--- src/rtl/gfx_wbm_readwrite.sv ---
// gfx_wbm_readwrite: single-word Wishbone B3 classic master for the GFX read/write arbiter.
// Optional bus timeout enabled by defining GFX_WBM_TIMEOUT_EN.
module gfx_wbm_readwrite #(
  parameter int unsigned TIMEOUT_CYCLES = 255,
  parameter logic [31:0] ERR_DATA = 32'h0000_0000
) (
  input  logic        clk_i,
  input  logic        rst_n_i,
  input  logic        read_request_i,
  input  logic        write_request_i,
  input  logic [31:2] addr_i,
  input  logic        we_i,
  input  logic [3:0]  sel_i,
  input  logic [31:0] dat_i,
  output logic [31:0] dat_o,
  output logic        ack_o,
  output logic        busy_o,
  output logic        err_o,
  input  logic        err_clr_i,
  output logic        wbm_cyc_o,
  output logic        wbm_stb_o,
  output logic        wbm_we_o,
  output logic [31:0] wbm_adr_o,
  output logic [3:0]  wbm_sel_o,
  output logic [31:0] wbm_dat_o,
  input  logic [31:0] wbm_dat_i,
  input  logic        wbm_ack_i,
  input  logic        wbm_err_i
);
  typedef enum logic [1:0] {IDLE, BUS, ACK} state_t;
  state_t state, state_nx;
  logic req, wr, tmo, fail, done;
  assign req = read_request_i | write_request_i;
  assign wr = write_request_i & we_i;
`ifdef GFX_WBM_TIMEOUT_EN
  logic [15:0] cnt;
  assign tmo = (state == BUS) && (cnt == 16'(TIMEOUT_CYCLES - 1));
  always_ff @(posedge clk_i or negedge rst_n_i)
    if (!rst_n_i) cnt <= '0;
    else cnt <= (state == BUS) ? cnt + 16'd1 : '0;
`else
  assign tmo = 1'b0;
`endif
  // err has priority over ack; an ack coinciding with timeout is a normal completion
  assign fail = wbm_err_i | (tmo & ~wbm_ack_i);
  assign done = wbm_ack_i | fail;
  assign wbm_cyc_o = (state == BUS);
  assign wbm_stb_o = (state == BUS);
  assign ack_o = (state == ACK);
  assign busy_o = (state != IDLE);
  always_ff @(posedge clk_i or negedge rst_n_i)
    if (!rst_n_i) state <= IDLE;
    else state <= state_nx;
  always_comb begin
    state_nx = (state == IDLE) ? (req ? BUS : IDLE) :
               (state == BUS) ? (done ? ACK : BUS) : IDLE;
  end
  always_ff @(posedge clk_i or negedge rst_n_i)
    if (!rst_n_i) begin
      wbm_adr_o <= '0;
      wbm_sel_o <= '0;
      wbm_we_o <= 1'b0;
      wbm_dat_o <= '0;
      dat_o <= '0;
      err_o <= 1'b0;
    end else begin
      if (state == IDLE && req) begin
        wbm_adr_o <= {addr_i, 2'b00};
        wbm_sel_o <= sel_i;
        wbm_we_o <= wr;
        wbm_dat_o <= wr ? dat_i : '0;
      end
      if (state == BUS && done && !wbm_we_o) dat_o <= fail ? ERR_DATA : wbm_dat_i;
      if (state == BUS && fail) err_o <= 1'b1;
      else if (err_clr_i) err_o <= 1'b0;
    end
endmodule

--- config.mk ---
export PLATFORM = sky130hd
export DESIGN_NAME = gfx_wbm_readwrite
export DESIGN_NICKNAME = d
export VERILOG_FILES = /design/src/rtl/gfx_wbm_readwrite.sv
export SDC_FILE = /design/constraint.sdc
export NUM_CORES = 1
export LEC_CHECK = 0
export CORE_MARGIN = 1
export CORE_UTILIZATION = 26
export DETAILED_ROUTE_END_ITERATION = 8
export HOLD_SLACK_MARGIN = 0.12
export MAX_ROUTING_LAYER = met4
export PLACE_DENSITY = 0.55
export SYNTH_ARGS = -nofsm -noshare
export SYNTH_HDL_FRONTEND = slang
export SYNTH_SLANG_ARGS = --single-unit
--- constraint.sdc ---
create_clock -name clk_i -period 3.97 [get_ports clk_i]
set_clock_uncertainty 0.2 [all_clocks]
set_input_delay 0.397 -clock clk_i [delete_from_list [all_inputs] [get_ports clk_i]]
set_output_delay 0.397 -clock clk_i [all_outputs]
set_load 0.03 [all_outputs]
# After elaboration in Yosys (flattened, before gate mapping)
# Index checks and enable logic that the tools add are counted.
[totals] register_bits=102 in_bits=106 output_inout_bits=106 elab_cells=28
[op_classes] n_eq_ne=2 muxes=8 bitwise=3 n_reduce_logical=8
[op_table] operator="$mux 32" n=2
[op_table] operator="$mux 2" n=3
[op_table] operator="$logic_and 1x1->1" n=4
[op_table] operator="$reduce_bool 2->1" n=2
[op_table] operator="$mux 1" n=3
[op_table] operator="$eq 2x1->1 const B" n=1
[op_table] operator="$eq 2x2->1 const B" n=1
[op_table] operator="$logic_not 2->1" n=1
[op_table] operator="$or 1x1->1" n=2
[op_table] operator="$and 1x1->1" n=1
[op_table] operator="$logic_not 1->1" n=1

# Longest topological paths before layout
# Gate-level depths: netlist of the first run.
[depth] word_depth=4 depth_mapped=5 ltp_nobuf=4

# Worst setup path after synthesis of the first run
# OpenSTA, ideal clock, no wires.
[synth_path] path_kind="register to register" start="reg wbm_we_o" end="reg dat_o[10]" setup_ps=125 t_arrival_ps=1341 t_required_ps=3645 slack_ps=2305 stages_incl_launch_ff=4 path_buffers=1 synth_period_minus_slack_ps=1665 path_cell_list="dfrtp_1 -> nor3_4 -> buf_6 -> mux2_2"
[synth_between] elab_chain_cells=2
[synth_rtl] item="from (decl)" line_no="22" rtl="output logic wbm_we_o,"
[synth_rtl] item="from (signal assigned)" line_no="70" rtl="wbm_we_o <= wr;"
[synth_rtl] item="$logic_not 1->1" line_no="73" rtl="if (state == BUS && done && !wbm_we_o) dat_o <= fail ? ERR_DATA : wbm_dat_i;"
[synth_rtl] item="$logic_and 1x1->1" line_no="73"
[synth_rtl] item="to (signal assigned)" line_no="73"
[synth_rtl] item="to (decl)" line_no="15" rtl="output logic [31:0] dat_o,"
# No other way between the ends.
# A chain may end at the register's enable or synchronous reset.

# Final worst setup path of the first run
[layout_path] start="reg state[1]" end="out wbm_stb_o"
[layout_between] elab_chain_cells=1
[layout_rtl] item="from (decl)" line_no="31" rtl="state_t state, state_nx;"
[layout_rtl] item="from (signal assigned)" line_no="53" rtl="else state <= state_nx;"
[layout_rtl] item="$eq 2x1->1" line_no="48" rtl="assign wbm_stb_o = (state == BUS);"
[layout_rtl] item="to (decl)" line_no="21" rtl="output logic wbm_stb_o,"
# No other way between the ends.

==> flow_metrics.tcl, run 1 <==
set metrics [dict create \
    route.vias.total 2927 \
    p_int_uw 3320 \
    switching_power_uw 2190 \
    p_comb_frac 0.528 \
    clockBufferDepth 2 \
    clk_latency_ns 0.34 \
    clk_pin_slew_ns 0.07 \
    fin_crit_sh 0.580 \
    cts_tree "built" \
    final_layout_size_suffix_gt1_frac 0.190 \
    worst_pin_slew_ns 0.949 \
    grt_pass1_wl_um 17200 \
    syn2layout_area_growth_pct 63.8 \
    finalHoldViolCount 0 \
    num_rows 44 \
    yosysTopAreaCellShare 0.637 \
    cp_max_fo 4 \
    ys_seq_area_frac 0.637 \
    syn_inst 269 \
    initialDrtViolationCount 98 \
    gp_congestion 0.688 \
    port_buffers 209 \
    hpwl_um 7810 \
    antenna_found_initial 0 \
    period_needed_ns 2.30 \
    irDropWorstVdd_v 0.000521 \
    drv_slew 0 \
    ys_ff_latch 102 \
    place_ws_ns 1.36 \
    p_per_area_mw_per_mm2 840 \
    io_pins 212 \
    post_drt_wl_per_cell_um 16.3 \
    die_h_um 126 \
    layout_setup_ws_ns 1.67 \
    ys_warn_count 0 \
    fin_area_mm2 0.00656 \
    p_clk_frac 0.154 \
    p_leak_uw 0.00281 \
    routed_via_density 4.39 \
    yosysUniqueCellTypes 21 \
    synthTopCellsByArea "dfrtp_1 64%, mux2_2 18%, a22o_1 7.0%" \
    status "finished clean" \
    arrival_ns 1.71 \
    cts.sinks 102 \
    grt_pass1_vias 3175 \
    cts_made_buffers 9 \
    avgSynthCellArea_um2 14.9 \
    tns_ns 0 \
    register_area_mm2 0.00255 \
    max_cap_viol_count 0 \
    num_antenna_cells 0 \
    dr.pass1.iters 4 \
    start_util 0.271 \
    gr-usage-all-layers 0.145 \
    coreArea_mm2 0.0148 \
    synth_top_cell_by_area "dfrtp_1" \
    gr-total-overflow 0 \
    ant_nets 0 \
    endpoint_kind "primary output" \
    netlist_area_mm2 0.00401 \
    p_seq_frac 0.317 \
    setup_viol 0 \
    root_buffer "clkbuf_16" \
    hold_path_class "reg -> reg" \
    max_slew_margin 0.367 \
    die-area_mm2 0.0159 \
    drc_errors 0 \
    grt_max_degree 74 \
    fin_nets 584 \
    timing_worst_setup_path_type "reg -> out" \
    critPathRequiredTime_ns 3.37 \
    rsz0062_at_grt "false" \
    multi_input_area_mm2 0.00133 \
    wl_um 10900 \
    dpl_cell_area_mm2 0.00626 \
    htreeDepth 3 \
    start_kind "flop" \
    die_width_um 126 \
    n_fill_cell 1340 \
    swShare 0.397 \
    fmax_mhz 434 \
]
[placed cells by master, fill, tap and decap left out, drive strengths merged]
cell type        n
clkdlybuf4s50  208
dfrtp          102
mux2            66
nor2b           32
a22o            32
clkbuf          12
buf              8
clkinv           4
inv              3
nand2            3
nor2             3
conb             2
o21ai            2
nand2b           1
and3             1
nor3             1
a21o             1
and2b            1
dlygate4sd3      1
[final timing paths]
check,startpoint,to,slack (ns),cells after the start
worst min register to register,wbm_adr_o[19]$_DFFE_PN0P_,wbm_adr_o[19]$_DFFE_PN0P_,0.30,1
min in group asynchronous,rst_n_i,wbm_dat_o[5]$_DFFE_PN0P_,0.55,2
worst min-delay path,wbm_adr_o[19]$_DFFE_PN0P_,wbm_adr_o[19]$_DFFE_PN0P_,0.30,1
worst max-delay path,state[1]$_DFF_PN0_,wbm_stb_o,1.67,3
max in group asynchronous,rst_n_i,wbm_adr_o[9]$_DFFE_PN0P_,2.24,3
worst max register to register,state[0]$_DFF_PN0_,wbm_dat_o[30]$_DFFE_PN0P_,2.04,4
[layer usage]
layer | global-route usage | wire length, um
met1 | 0.168 | 4500
met2 | 0.236 | 5390
met3 | 0.0578 | 899
met4 | 0.0340 | 89
met5 | - | 0
[sequential cells by signal, indices dropped and copies added (netlist names)]
signal,flops
dat_o,32
wbm_dat_o,32
err_o,1
wbm_we_o,1
wbm_adr_o,30
state,2
wbm_sel_o,4
[cell usage after synthesis (all sizes together)]
| library cell | number |
|---|---|
| dfrtp | 102 |
| mux2 | 66 |
| a22o | 32 |
| nor2b | 32 |
| buf | 16 |
| clkbuf | 4 |
| inv | 3 |
| nand2 | 3 |
| nor2 | 3 |
| o21ai | 2 |
| a21o | 1 |
| and2b | 1 |
| and3 | 1 |
| conb | 1 |
| nand2b | 1 |
| nor3 | 1 |
[cell type report]
| class | count | share of cell area |
|---|---|---|
| Clock buffer | 12 | 0.0406 |
| Sequential cell | 102 | 0.389 |
| Clock inverter | 4 | 0.00305 |
| Inverter | 3 | 0.00172 |
| Timing Repair Buffer | 217 | 0.328 |
| Tap cell | 184 | 0.0351 |
| Multi-Input combinational cell | 145 | 0.203 |
[worst max-delay path, stage by stage (launching register included)]
cell and delay, ns:
dfrtp_1 0.40, nand2b_4 0.17, inv_1 0.12, clkdlybuf4s50_1 0.68
[kinds of logic (layout without fill, tap and decap cells)]
| family | after synthesis | in the layout | synth area share |
|---|---|---|---|
| other cells | 1 | 2 | 0.000936 |
| buf+inv | 23 | 236 | 0.0337 |
| simple gates | 42 | 42 | 0.0672 |
| compound gates | 35 | 35 | 0.0753 |
| mux | 66 | 66 | 0.186 |
| flops | 102 | 102 | 0.637 |
[stage by stage]
step | hold slack, ns | instances | total power, uW | util
detailed placement | 0.291 | 650 | 4710 | 0.425
CTS | 0.308 | 667 | 5600 | 0.445
floorplan | -0.0986 | 270 | 3460 | -
global placement | 0.284 | 650 | 4670 | 0.425
global route | 0.325 | 667 | 5800 | 0.445
finish | 0.304 | 667 | 5510 | 0.445
[power groups by stage]
stage               registers (uW)  clock network (uW)  logic (uW)
detailed placement            1760                   0        2950
finish                        1750                 851        2910
CTS                           1750                 895        2950
global route                  1810                 933        3050
floorplan                     2630                   0         829
global placement              1750                   0        2930
[repair_timing]
action / in CTS / in global routing
endpoints found under the hold margin: 71 / 0
hold buffers: 1 / 0
setup buffers: 0 / 0
gates resized for setup: 0 / 0
Note: power is estimated with default switching activity, not from simulation.
==> inputs of run 2 (changes only) <==
--- a/config.mk
+++ b/config.mk
@@ -10,7 +10,7 @@
 export DETAILED_ROUTE_END_ITERATION = 8
 export HOLD_SLACK_MARGIN = 0.12
 export MAX_ROUTING_LAYER = met4
-export PLACE_DENSITY = 0.55
+export PLACE_DENSITY = 0.57
 export SYNTH_ARGS = -nofsm -noshare
 export SYNTH_HDL_FRONTEND = slang
 export SYNTH_SLANG_ARGS = --single-unit
==> constraint.sdc (replaced) <==
create_clock -name clk_i -period 2 [get_ports clk_i]
set_clock_uncertainty 0.2 [all_clocks]
set_input_delay 0.2 -clock clk_i [delete_from_list [all_inputs] [get_ports clk_i]]
set_output_delay 0.2 -clock clk_i [all_outputs]
set_load 0.03 [all_outputs]
==> flow_metrics.tcl, run 2 (same netlist as run 1, synthesis figures left out) <==
set metrics [dict create \
    multi_input_area_mm2 0.00133 \
    drv_slew 0 \
    die_h_um 126 \
    r2r_end "dat_o[27]$_DFFE_PN0P_" \
    dr.pass1.iters 4 \
    post_drt_wl_per_cell_um 15.9 \
    coreArea_mm2 0.0148 \
    start_util 0.271 \
    finalHoldViolCount 0 \
    num_antenna_cells 0 \
    setup_viol 0 \
    clk_latency_ns 0.34 \
    cts_made_buffers 9 \
    initialDrtViolationCount 52 \
    clockBufferDepth 2 \
    grt_pass1_wl_um 17000 \
    max_stage_delay_ns 0.71 \
    gp_congestion 0.728 \
    slowest_stage "clkdlybuf4s50_1" \
    num_rows 44 \
    routed_via_density 4.33 \
    antenna_found_initial 0 \
    fmax_mhz 519 \
    layout.cells.most_common "clkdlybuf4s50_1" \
    grt_pass1_vias 3155 \
    p_leak_uw 0.00286 \
    layout_common_cells "204 x clkdlybuf4s50_1, 102 x dfrtp_1, 64 x mux2_2" \
    finalHoldWorstSlack_ns 0.130 \
    drc_errors 0 \
    die_width_um 126 \
    status "finished clean" \
    final_layout_size_suffix_gt1_frac 0.194 \
    io_pins 212 \
    hold_path_class "in -> async" \
    ff2ff_setup_slack_ns 0.27 \
    max_cap_viol_count 0 \
    tns_ns 0 \
    syn2layout_area_growth_pct 66.4 \
    cp_max_fo 3 \
    fin_crit_sh 0.962 \
    timing_worst_setup_path_type "reg -> out" \
    reg2reg_from "state[1]$_DFF_PN0_" \
    gr-usage-all-layers 0.145 \
    reg2regPathDepth 4 \
    clk_pin_slew_ns 0.06 \
    p_per_area_mw_per_mm2 1660 \
    register_area_mm2 0.00255 \
    ant_nets 0 \
    irDropWorstVdd_v 0.000669 \
    cts.sinks 102 \
    n_fill_cell 1373 \
    stdcell_count 673 \
    cts_setup_buffers 0 \
    crit_chain "clkdlybuf4s50_1" \
    root_buffer "clkbuf_16" \
    grt_max_degree 40 \
    gr-total-overflow 0 \
    route.vias.total 2916 \
    place_inst 657 \
    critPathTopFamily "buffers and inverters" \
    path_buf_inv 1 \
    start_kind "flop" \
    hpwl_um 7930 \
    port_buffers 209 \
    cts_tree "built" \
    reg.largest.list "dat_o x32, wbm_dat_o x32, wbm_adr_o x30" \
    critPathRequiredTime_ns 1.60 \
    arrival_ns 1.52 \
    period_needed_ns 1.92 \
    endpoint_kind "primary output" \
    fin_nets 591 \
    htreeDepth 3 \
    rsz0062_at_grt "false" \
    die-area_mm2 0.0159 \
    wl_um 10700 \
]
[run 2: changes by cell type in the layout (fill, tap and decap cells not counted)]
cell	delta
buf_4	+1
clkbuf_1	+3
clkdlybuf4s50_1	-4
dlygate4sd2_1	+4
clkbuf_8	-1
buf_12	+6
clkinv_2	-3
[run 2: worst max path at each step]
stage / startpoint / endpoint / slack, ns / cells after the start
2_1_floorplan: wbm_we_o$_DFFE_PN0P_ / dat_o[10]$_DFFE_PN0P_ / 0.33 / 3
3_3_place_gp: wbm_err_i / dat_o[23]$_DFFE_PN0P_ / 0.15 / 5
3_5_place_dp: wbm_err_i / dat_o[27]$_DFFE_PN0P_ / 0.08 / 5
4_1_cts: wbm_we_o$_DFFE_PN0P_ / wbm_we_o / 0.05 / 1
5_1_grt: wbm_we_o$_DFFE_PN0P_ / wbm_we_o / 0.005 / 1
6_report: wbm_we_o$_DFFE_PN0P_ / wbm_we_o / 0.08 / 1
[run 2: what timing repair did]
item	4_1_cts	5_1_grt
gates resized for setup	4	0
hold buffers	1	0
setup endpoints to repair	4	0
endpoints found under the hold margin	102	0
[run 2: area by class of cell]
| type | count | share of cell area |
|---|---|---|
| well taps | 184 | 0.0345 |
| repair buffers | 224 | 0.341 |
| multi-input cells | 145 | 0.199 |
| inverters | 3 | 0.00169 |
| clock inverters | 1 | 0.000751 |
| flip-flops and latches | 102 | 0.383 |
| clock buffers | 14 | 0.0396 |
[run 2: routing by layer]
metal | GRT usage | share of wire | vias up
met5 | - | 0 | -
met4 | 0.0638 | 0.018 | 0
met3 | 0.0421 | 0.069 | 13
met2 | 0.217 | 0.46 | 127
met1 | 0.180 | 0.45 | 1406
li1 | - | - | 1370
[run 2: through the flow]
stage	total power (uW)	setup slack [ns]	util	instance area [um^2]
after floorplan	6870	0.335	-	4010
after global placement	9480	0.151	0.433	6390
after detailed placement	9550	0.0796	0.433	6390
final	11000	0.0750	0.452	6670
after global routing	11600	0.00508	0.452	6670
after CTS	11200	0.0543	0.452	6670
[run 2: report_power, final]
group | internal, uW | leakage, uW | switching, uW
sequential | 2970 | 0.00129 | 495
clock | 905 | 0.000133 | 721
combinational | 2820 | 0.00144 | 3140
[run 2: worst reg2reg max path, delay by kind of cell, from the launching register on]
kind | cells | cell delay, ns
DFF | 1 | 0.40
muxes | 1 | 0.36
buffers and inverters | 1 | 0.24
and+or+nand+nor | 2 | 0.41
==> inputs of run 3 (changes only) <==
--- a/config.mk
+++ b/config.mk
@@ -5,8 +5,9 @@
 export SDC_FILE = /design/constraint.sdc
 export NUM_CORES = 1
 export LEC_CHECK = 0
-export CORE_MARGIN = 1
+export CORE_MARGIN = 2
 export CORE_UTILIZATION = 26
+export CTS_CLUSTER_SIZE = 40
 export DETAILED_ROUTE_END_ITERATION = 8
 export HOLD_SLACK_MARGIN = 0.12
 export MAX_ROUTING_LAYER = met4
==> flow_metrics.tcl, run 3 (same netlist as run 1, synthesis figures left out) <==
set metrics [dict create \
    rsz0062_at_grt "false" \
    stdcell_count 676 \
    max_stage_delay_ns 0.71 \
    drc_errors 0 \
    routed_via_density 4.30 \
    endpoint_kind "primary output" \
    cts_setup_buffers 0 \
    layout_setup_ws_ns 0.0998 \
    grt_pass1_wl_um 16600 \
    initialDrtViolationCount 105 \
    fin_crit_sh 0.950 \
    grt_max_degree 50 \
    place_ws_ns 0.0713 \
    drv_slew 0 \
    root_buffer "clkbuf_16" \
    place_inst 659 \
    globalRouteMet2Util 0.204 \
    p_leak_uw 0.00286 \
    port_buffers 209 \
    p_per_area_mw_per_mm2 1660 \
    setup_viol 0 \
    arrival_ns 1.50 \
    num_rows 45 \
    layout.cells.most_common "clkdlybuf4s50_1" \
    critPathTopFamily "buffers and inverters" \
    die_h_um 128 \
    cts.sinks 102 \
    dr.pass1.iters 4 \
    period_needed_ns 1.90 \
    clk_latency_ns 0.34 \
    busiest_layer "met2" \
    gp_congestion 0.696 \
    reg.largest.list "dat_o x32, wbm_dat_o x32, wbm_adr_o x30" \
    grt_util_met3 0.0547 \
    slowest_stage "clkdlybuf4s50_1" \
    syn2layout_area_growth_pct 66.7 \
    path_buf_inv 1 \
    timing_worst_setup_path_type "reg -> out" \
    grt_pass1_vias 3138 \
    finalHoldViolCount 0 \
    gr-total-overflow 0 \
    coreArea_mm2 0.0151 \
    cp_max_fo 3 \
    io_pins 212 \
    start_util 0.264 \
    clk_pin_slew_ns 0.06 \
    cts_made_buffers 9 \
    max_cap_viol_count 0 \
    hold_path_class "in -> async" \
    irDropWorstVdd_v 0.000840 \
    die-area_mm2 0.0164 \
    layout_common_cells "204 x clkdlybuf4s50_1, 102 x dfrtp_1, 64 x mux2_2" \
    gr-usage-all-layers 0.134 \
    crit_chain "clkdlybuf4s50_1" \
    critPathRequiredTime_ns 1.60 \
    fmax_mhz 526 \
    fin_nets 589 \
    dpl_cell_area_mm2 0.00637 \
    htreeDepth 3 \
    start_kind "flop" \
    use_met1 0.169 \
    status "finished clean" \
    ant_nets 0 \
    post_drt_wl_per_cell_um 15.7 \
    die_width_um 128 \
    n_fill_cell 1432 \
    route.vias.total 2905 \
    hpwl_um 7710 \
    antenna_found_initial 0 \
    num_antenna_cells 0 \
    final_layout_size_suffix_gt1_frac 0.195 \
    clockBufferDepth 2 \
    fin_area_mm2 0.00668 \
    post-route-util 0.441 \
    wl_um 10600 \
    tns_ns 0 \
    cts_tree "built" \
]
[run 3: cell types whose count changed in the layout (fill, tap and decap cells not counted)]
cell        change
buf_12          -1
buf_4           -1
bufinv_16       +1
clkbuf_1        -1
clkinvlp_4      +1
[run 3: layout make-up]
cell class                      count  area [um^2]  share of cell area
Sequential cell                   102         2550               0.382
Timing Repair Buffer              222         2250               0.337
Multi-Input combinational cell    145         1330               0.199
Clock buffer                       13          260              0.0390
Tap cell                          188          235              0.0352
Clock inverter                      3         42.5             0.00637
Inverter                            3         11.3             0.00169
[run 3: stage by stage]
step	hold slack, ns	total power, uW
finish	0.177	11100
global route	0.207	11700
CTS	0.167	11300
detailed placement	-0.0432	9460
global placement	-0.0421	9400
floorplan	-0.296	6870
[run 3: worst paths after layout]
| path | start | end | slack, ns | depth (start not counted) |
|---|---|---|---|---|
| setup reg to reg | state[0]$_DFF_PN0_ | wbm_dat_o[29]$_DFFE_PN0P_ | 0.31 | 5 |
| max in group asynchronous | rst_n_i | wbm_sel_o[3]$_DFFE_PN0P_ | 0.83 | 3 |
| hold / removal | rst_n_i | wbm_adr_o[9]$_DFFE_PN0P_ | 0.18 | 2 |
| min in group clk_i | err_clr_i | err_o$_DFFE_PN0P_ | 0.23 | 2 |
| hold reg to reg | dat_o[5]$_DFFE_PN0P_ | dat_o[5]$_DFFE_PN0P_ | 0.29 | 1 |
| setup / recovery | wbm_we_o$_DFFE_PN0P_ | wbm_we_o | 0.1 | 1 |
[run 3: where the power goes]
group | switching [uW] | total, uW | internal [uW]
sequential | 496 | 3470 | 2970
clock | 743 | 1780 | 1040
combinational | 3110 | 5870 | 2760
[run 3: repair_timing]
item / CTS / global route
hold buffers: 1 / 0
resized for setup: 4 / 0
endpoints found under the hold margin: 102 / 0
setup endpoints to repair: 4 / 0
[run 3: metal layers]
layer | vias up | share of wire
met4 | 0 | 0.0085
met2 | 131 | 0.46
met5 | - | 0
li1 | 1359 | -
met1 | 1409 | 0.45
met3 | 6 | 0.082
